==> src/rtl/demux_reg.sv <==
// Registered 1-to-10 distributor with sequenced fill of all outputs.
// Optional sticky sel_err with err_clr when DEMUX_ERR_STICKY_EN is defined.
//
// Ports:
//   clk, rst          rising-edge clock, synchronous active-high reset
//   din, sel, wr_en   write data, destination index (0..9), write request
//   rdy               high while IDLE; writes/fills are only accepted then
//   fill_start        start sweep writing fill_val into d0..d9
//   fill_val          fill value, captured when fill_start is accepted
//   d0..d9            held outputs
//   upd               one-hot strobe, bit k high the cycle after d_k changed
//   sel_err           accepted write had sel >= 10
//   err_clr           clears sticky sel_err (DEMUX_ERR_STICKY_EN only)
module demux_reg #(
  parameter int              WIDTH   = 9,
  parameter logic [WIDTH-1:0] RST_VAL = '0
) (
  input  logic             clk,
  input  logic             rst,
  input  logic [WIDTH-1:0] din,
  input  logic [3:0]       sel,
  input  logic             wr_en,
  output logic             rdy,
  input  logic             fill_start,
  input  logic [WIDTH-1:0] fill_val,
  output logic [WIDTH-1:0] d0,
  output logic [WIDTH-1:0] d1,
  output logic [WIDTH-1:0] d2,
  output logic [WIDTH-1:0] d3,
  output logic [WIDTH-1:0] d4,
  output logic [WIDTH-1:0] d5,
  output logic [WIDTH-1:0] d6,
  output logic [WIDTH-1:0] d7,
  output logic [WIDTH-1:0] d8,
  output logic [WIDTH-1:0] d9,
  output logic [9:0]       upd,
  output logic             sel_err
`ifdef DEMUX_ERR_STICKY_EN
  ,
  input  logic             err_clr
`endif
);

  localparam logic IDLE  = 1'b0;
  localparam logic SWEEP = 1'b1;
  localparam logic [3:0] LAST = 4'd9;

  logic             state;
  logic [3:0]       idx;
  logic [WIDTH-1:0] cap;
  logic [WIDTH-1:0] d_q [10];

  logic             accept;
  logic             sel_ok;
  logic             bad_wr;
  logic [9:0]       wr_oh;
  logic [9:0]       sw_oh;
  logic [9:0]       upd_nxt;
  logic [WIDTH-1:0] wdata;
  logic             err_nxt;

  assign rdy    = (state == IDLE);
  assign accept = wr_en & rdy;
  assign sel_ok = (sel < 4'd10);
  assign bad_wr = accept & ~sel_ok;

  // At most one destination per cycle: a sweep step and a
  // write can never coincide since writes need IDLE.
  always_comb begin
    wr_oh   = '0;
    sw_oh   = '0;
    upd_nxt = '0;
    wdata   = din;
    if (accept && sel_ok) begin
      wr_oh = 10'd1 << sel;
    end
    if (idx <= LAST) begin
      sw_oh = 10'd1 << idx;
    end
    if (state == SWEEP) begin
      upd_nxt = sw_oh;
      wdata   = cap;
    end else begin
      upd_nxt = wr_oh;
    end
  end

`ifdef DEMUX_ERR_STICKY_EN
  // A fresh error in the clearing cycle wins.
  assign err_nxt = bad_wr | (sel_err & ~err_clr);
`else
  assign err_nxt = bad_wr;
`endif

  always_ff @(posedge clk) begin
    if (rst) begin
      state   <= IDLE;
      idx     <= '0;
      cap     <= '0;
      upd     <= '0;
      sel_err <= 1'b0;
      for (int k = 0; k < 10; k++) begin
        d_q[k] <= RST_VAL;
      end
    end else begin
      upd     <= upd_nxt;
      sel_err <= err_nxt;
      for (int k = 0; k < 10; k++) begin
        if (upd_nxt[k]) begin
          d_q[k] <= wdata;
        end
      end
      unique case (state)
        IDLE: begin
          if (fill_start) begin
            cap   <= fill_val;
            idx   <= '0;
            state <= SWEEP;
          end
        end
        SWEEP: begin
          if (idx == LAST) begin
            idx   <= '0;
            state <= IDLE;
          end else begin
            idx <= idx + 4'd1;
          end
        end
        default: begin
          state <= IDLE;
        end
      endcase
    end
  end

  assign d0 = d_q[0];
  assign d1 = d_q[1];
  assign d2 = d_q[2];
  assign d3 = d_q[3];
  assign d4 = d_q[4];
  assign d5 = d_q[5];
  assign d6 = d_q[6];
  assign d7 = d_q[7];
  assign d8 = d_q[8];
  assign d9 = d_q[9];

endmodule

==> config.mk <==
export PLATFORM = sky130hd
export DESIGN_NAME = demux_reg
export DESIGN_NICKNAME = d
export VERILOG_FILES = /design/src/rtl/demux_reg.sv
export SDC_FILE = /design/constraint.sdc
export NUM_CORES = 1
export LEC_CHECK = 0
export ABC_AREA = 0
export CAP_MARGIN = 5
export CELL_PAD_IN_SITES_DETAIL_PLACEMENT = 1
export CELL_PAD_IN_SITES_GLOBAL_PLACEMENT = 2
export CORE_MARGIN = 2
export CORE_UTILIZATION = 34
export CTS_BUF_LIST = sky130_fd_sc_hd__clkbuf_16
export CTS_CLUSTER_SIZE = 14
export DETAILED_ROUTE_END_ITERATION = 8
export PLACE_DENSITY = 0.89
export SLEW_MARGIN = 20
export SYNTH_ARGS = -nofsm -noshare
export SYNTH_HDL_FRONTEND = slang
export SYNTH_SLANG_ARGS = --single-unit
==> constraint.sdc <==
create_clock -name clk -period 4.37 [get_ports clk]
set_input_delay 0.6555 -clock clk [delete_from_list [all_inputs] [get_ports clk]]
set_output_delay 0.6555 -clock clk [all_outputs]
set_load 0.02 [all_outputs]
==> results of run 1 <==
worst min-delay path: cells and delay by family, from the launching register on:
family	cells	cell delay (ps)
DFF	1	310
and+or+nand+nor	1	50
AOI/OAI and AO/OA	1	50
metrics by stage:
stage | cells | utilization [%] | worst slack [ps] | cell area, sq um
floorplan | 352 | - | 2700 | 4740
global placement | 636 | 43.9 | 1620 | 6040
detailed placement | 636 | 43.9 | 1470 | 6040
CTS | 668 | 47.9 | 1420 | 6600
global route | 668 | 47.9 | 1740 | 6600
finish | 668 | 47.9 | 1830 | 6600
cells by family (layout without fill, tap and decap cells):
logic type      Yosys count  after routing  share of synthesized area [%]
mux                       9              9                           1.90
flops                   115            115                           67.5
simple gates            169            169                           20.1
fa+ha+maj                 2              2                          0.527
compound gates           27             27                           4.91
buf+inv                  30            166                           5.06
final timing paths:
path / endpoint / slack, ps / cells after the start
worst max-delay path: rdy / 1830 / 2
worst min-delay path: cap[8] / 460 / 2
worst max register to register: d_q[1][3] / 2000 / 3
worst min register to register: cap[8] / 460 / 2
power by group through the flow:
stage / registers, mW / clock network [mW] / logic [mW]
after floorplan: 1.32 / 0 / 0.110
after global placement: 1.27 / 0 / 0.275
after detailed placement: 1.28 / 0 / 0.282
after CTS: 1.25 / 1.31 / 0.282
after global routing: 1.26 / 1.35 / 0.297
final: 1.25 / 1.29 / 0.278
final cells by class:
| type | instances | area [sq um] |
|---|---|---|
| clock buffer | 17 | 425 |
| clock inverter | 15 | 136 |
| fill | 1444 | 7170 |
| inverter | 2 | 7.51 |
| multi-input combinational | 207 | 1300 |
| sequential | 115 | 3200 |
| tap | 180 | 225 |
| timing repair buffer | 132 | 1300 |
cells in the final DEF (no fill, tap or decap), drive strengths merged, types with 6 or more instances in the layout:
| master | count |
|---|---|
| a21oi | 12 |
| a32oi | 7 |
| buf | 6 |
| clkbuf | 17 |
| clkdlybuf4s50 | 126 |
| clkinv | 7 |
| clkinvlp | 6 |
| dfxtp | 25 |
| edfxtp | 90 |
| mux2i | 9 |
| nand2 | 22 |
| nand2b | 11 |
| nor2 | 106 |
| nor2b | 7 |
| or2 | 9 |
metal layers:
layer | share of wire [%] | wire length, um
met1 | 42 | 4950
met2 | 51 | 6060
met3 | 5.6 | 662
met4 | 1.5 | 182
met5 | 0 | 0
Yosys cell counts (all sizes together):
cell type,instances,share of area [%]
a32oi,7,2.2
and2,1,0.13
nor2b,7,1.1
a21oi,12,1.3
and4bb,3,0.79
ha,2,0.53
or2,9,1.2
a22oi,3,0.69
o21ai,1,0.11
and4b,1,0.21
dfxtp,25,11
inv,2,0.16
and2b,3,0.63
nand3b,1,0.16
nand3,2,0.21
o211ai,1,0.16
nand2b,11,1.5
a31oi,1,0.13
nor3b,1,0.26
buf,20,4.2
and3b,1,0.18
a32o,1,0.21
nor4,1,0.13
edfxtp,90,57
clkbuf,8,0.66
a211o,1,0.18
mux2i,9,1.9
nor2,106,12
nand2,22,1.7
state kept, by name, indices dropped and copies added, names as in the netlist:
register	flops
cap	9
idx	4
state	1
sel_err	1
d_q	90
upd	10
==> flow_summary.json, run 1 <==
{
  "ys_types": 40,
  "p_clk_share_pct": 45.7,
  "crit_start": "state",
  "power_mw": 2.82,
  "ir_drop_mv": 0.229,
  "status": "finished, final reports clean",
  "grt_pass1_wl_mm": 17.5,
  "cts-resized-gates": 0,
  "setup_viol": 0,
  "grt.busiest_layer": "met2",
  "crit_path_top_delay_cell": "dfxtp_2",
  "max_slew_margin_pct": 28.3,
  "cp-end-kind": "output port",
  "cts_tree": "yes",
  "grt-ovfl-total": 0,
  "met3_usage_pct": 4.68,
  "path_max_fanout": 25,
  "critPathTopFamily": "buffers and inverters",
  "p_seq_share_pct": 44.4,
  "yosysSeqAreaShare_pct": 67.5,
  "reg2reg_from": "state",
  "cts_buffer_depth": 2,
  "tightest_slew_ps": 1080,
  "combPwrFrac_pct": 9.9,
  "p_per_area_mw_per_mm2": 427,
  "viasPerCell": 4.58,
  "grt_use_met1_pct": 19.6,
  "drt_pre_antenna_iters": 4,
  "insertion_delay_ps": 410,
  "slew_violations": 0,
  "finalHoldViolations": 0,
  "tns_ps": 0,
  "place_congestion": 0.813,
  "die-area_sq_mm": 0.0149,
  "syn_to_final_growth_pct": 39.2,
  "antenna_left": 0,
  "path_buf_inv": 2,
  "criticalPathCategory": "flop to output port",
  "path_cells": "inv_1 > clkdlybuf4s50_1",
  "fin_crit_ps": 2540,
  "power.switching_mw": 0.699,
  "track_usage_pct": 16.4,
  "p_int_mw": 2.12,
  "syn-num-nets": 380,
  "n_antenna_cell": 0,
  "hp-start": "cap[8]",
  "drt_iter0_drc": 312,
  "cts_hold_buf": 0,
  "syn-cell-area_sq_mm": 0.00474,
  "hold_path_class": "flop to flop",
  "swShare_pct": 24.8,
  "p_leak_nw": 2.25,
  "start_kind": "flop",
  "maxCapViolCount": 0,
  "ys_ff_latch": 115,
  "grt_pass1_vias": 3036,
  "fp.coreArea_sq_mm": 0.0138,
  "die_h_um": 122,
  "layout-drive-gt1-share_pct": 24.0,
  "clk_pin_slew_worst_paths_ps": 60,
  "ys_warn_count": 0,
  "grt_start_max_net_pins": 29,
  "dp_hpwl_mm": 8.30,
  "initial_utilization_pct": 34.4,
  "finalHoldWorstSlack_ps": 459,
  "syn_area_per_cell_sq_um": 13.5,
  "drc_errors": 0,
  "port_buffers": 127,
  "die_w_um": 122,
  "postCtsSetupBuffers": 0,
  "fin_crit_sh_pct": 58.1,
  "grt_setup_unrepaired": "false",
  "row_count": 43,
  "max_freq_mhz": 394,
  "required_ps": 3710,
  "io-pin-count": 128,
  "layout.nets": 503,
  "vias": 3062,
  "cts_max_level": 4,
  "wirelength_mm": 11.9,
  "cts-root-buf": "clkbuf_16",
  "cp.arrival_ps": 1880,
  "cts_buffers": 17,
  "cts_num_sinks": 115,
  "antenna_found_initial": 0,
  "met2_usage_pct": 28.0,
  "syn-instance-count": 352,
  "crit_path_max_incr_delay_ps": 710,
  "wl_per_cell_um": 17.7,
  "skew_ps": 7.53
}
Power figures use the tool's default switching activity.
==> run 2: changes to the inputs <==
CORE_UTILIZATION = 32   (was 34)
PLACE_DENSITY = 0.85   (was 0.89)
clock period = 2.5 ns   (was 4.37 ns; I/O delays follow)
==> flow_summary.json, run 2 (synthesized netlist as in run 1, its figures left out) <==
{
  "tightest_slew_ps": 677,
  "wirelength_mm": 12.2,
  "crit_path_max_incr_delay_ps": 690,
  "grt_setup_unrepaired": "false",
  "tns_ps": 0,
  "maxCapViolCount": 0,
  "cts_tree": "yes",
  "cp-end-kind": "output port",
  "final_common_cell": "clkdlybuf4s50_1",
  "cts_hold_buf": 0,
  "layout_common_cells": "clkdlybuf4s50_1 (126), edfxtp_1 (90), nor2_2 (64)",
  "syn_to_final_growth_pct": 40.5,
  "die-area_sq_mm": 0.0158,
  "io-pin-count": 128,
  "start_kind": "flop",
  "antenna_left": 0,
  "max_slew_margin_pct": 54.9,
  "grt_start_max_net_pins": 36,
  "dp_cells": 656,
  "path_cells": "inv_1 > clkdlybuf4s50_1",
  "fin_crit_sh_pct": 90.1,
  "largest_reg_flops": 90,
  "slew_violations": 0,
  "n_antenna_cell": 0,
  "vias": 3112,
  "viasPerCell": 4.52,
  "crit_path_top_delay_cell": "dfxtp_1",
  "insertion_delay_ps": 410,
  "drt_iter0_drc": 236,
  "track_usage_pct": 16.0,
  "postCtsSetupBuffers": 0,
  "final_cells": 688,
  "cts_num_sinks": 115,
  "path_max_fanout": 13,
  "finalHoldWorstSlack_ps": 458,
  "port_buffers": 127,
  "ir_drop_mv": 0.466,
  "p_per_area_mw_per_mm2": 706,
  "max_freq_mhz": 444,
  "cts_max_level": 4,
  "place_congestion": 0.738,
  "skew_ps": 10.4,
  "fin_crit_ps": 2250,
  "finalHoldViolations": 0,
  "antenna_found_initial": 0,
  "cts_buffers": 17,
  "row_count": 44,
  "cp.arrival_ps": 1880,
  "fp.coreArea_sq_mm": 0.0145,
  "layout-drive-gt1-share_pct": 24.2,
  "hold_path_class": "flop to flop",
  "cts-resized-gates": 0,
  "whs_path_depth": 2,
  "cts-root-buf": "clkbuf_16",
  "required_ps": 2120,
  "p_leak_nw": 2.33,
  "layout.nets": 519,
  "drt_pre_antenna_iters": 4,
  "grt_pass1_wl_mm": 18.8,
  "initial_utilization_pct": 32.6,
  "die_w_um": 126,
  "final_util_pct": 45.9,
  "grt-ovfl-total": 0,
  "path_buf_inv": 2,
  "drc_errors": 0,
  "wl_per_cell_um": 17.8,
  "cts_buffer_depth": 2,
  "dp_hpwl_mm": 8.61,
  "criticalPathCategory": "flop to output port",
  "die_h_um": 126,
  "critPathTopFamily": "buffers and inverters",
  "largest_register": "d_q",
  "status": "finished, final reports clean",
  "reg.largest.list": "d_q x90, upd x10, cap x9",
  "r2r_cells": 3,
  "cp.depth": 2,
  "clk_pin_slew_worst_paths_ps": 50,
  "grt_pass1_vias": 3257,
  "setup_viol": 0
}
run 2: cell types whose count changed in the layout (fill, tap and decap cells not counted), sizes merged:
cell | previous run | this run
buf | 6 | 22
clkinv | 7 | 9
clkinvlp | 6 | 1
inv | 3 | 7
bufinv | 1 | 0
run 2: worst paths after layout:
path | startpoint | endpoint | slack, ps
worst max register to register | state | d_q[2][3] | 570
worst max-delay path | state | rdy | 250
worst min-delay path | cap[2] | cap[2] | 460
worst min register to register | cap[2] | cap[2] | 460
run 2: tightest hold or removal path: cells and delay by family (launching register included):
kind,cells,cell delay (ps)
compound gates,1,50
simple gates,1,50
flops,1,300
run 2: metal layers:
layer / vias up / wire length (um) / global-route usage, %
li1: 1490 / - / -
met1: 1509 / 5000 / 18.7
met2: 101 / 6390 / 27.8
met3: 12 / 687 / 5.23
met4: 0 / 148 / 5.56
met5: - / 0 / 0
run 2: final cells by class:
cell class | instances | area (sq um)
clock buffer | 17 | 425
clock inverter | 15 | 63.8
fill | 1512 | 7870
inverter | 2 | 7.51
multi-input combinational | 207 | 1300
sequential | 115 | 3200
tap | 184 | 230
timing repair buffer | 148 | 1440
run 2: report_power, final:
part | internal (mW) | total (mW) | switching, mW
Sequential | 2.15 | 2.19 | 0.0392
Clock | 1.21 | 2.00 | 0.790
Combinational | 0.219 | 0.517 | 0.298
Total | 3.58 | 4.71 | 1.13
run 2: through the flow:
step / total power, mW / cell area, sq um / setup WS, ps
6_report: 4.71 / 6670 / 246
5_1_grt: 4.88 / 6670 / 123
4_1_cts: 4.76 / 6670 / 224
3_5_place_dp: 2.75 / 6180 / 330
3_3_place_gp: 2.74 / 6180 / 379
2_1_floorplan: 2.50 / 4740 / 1050
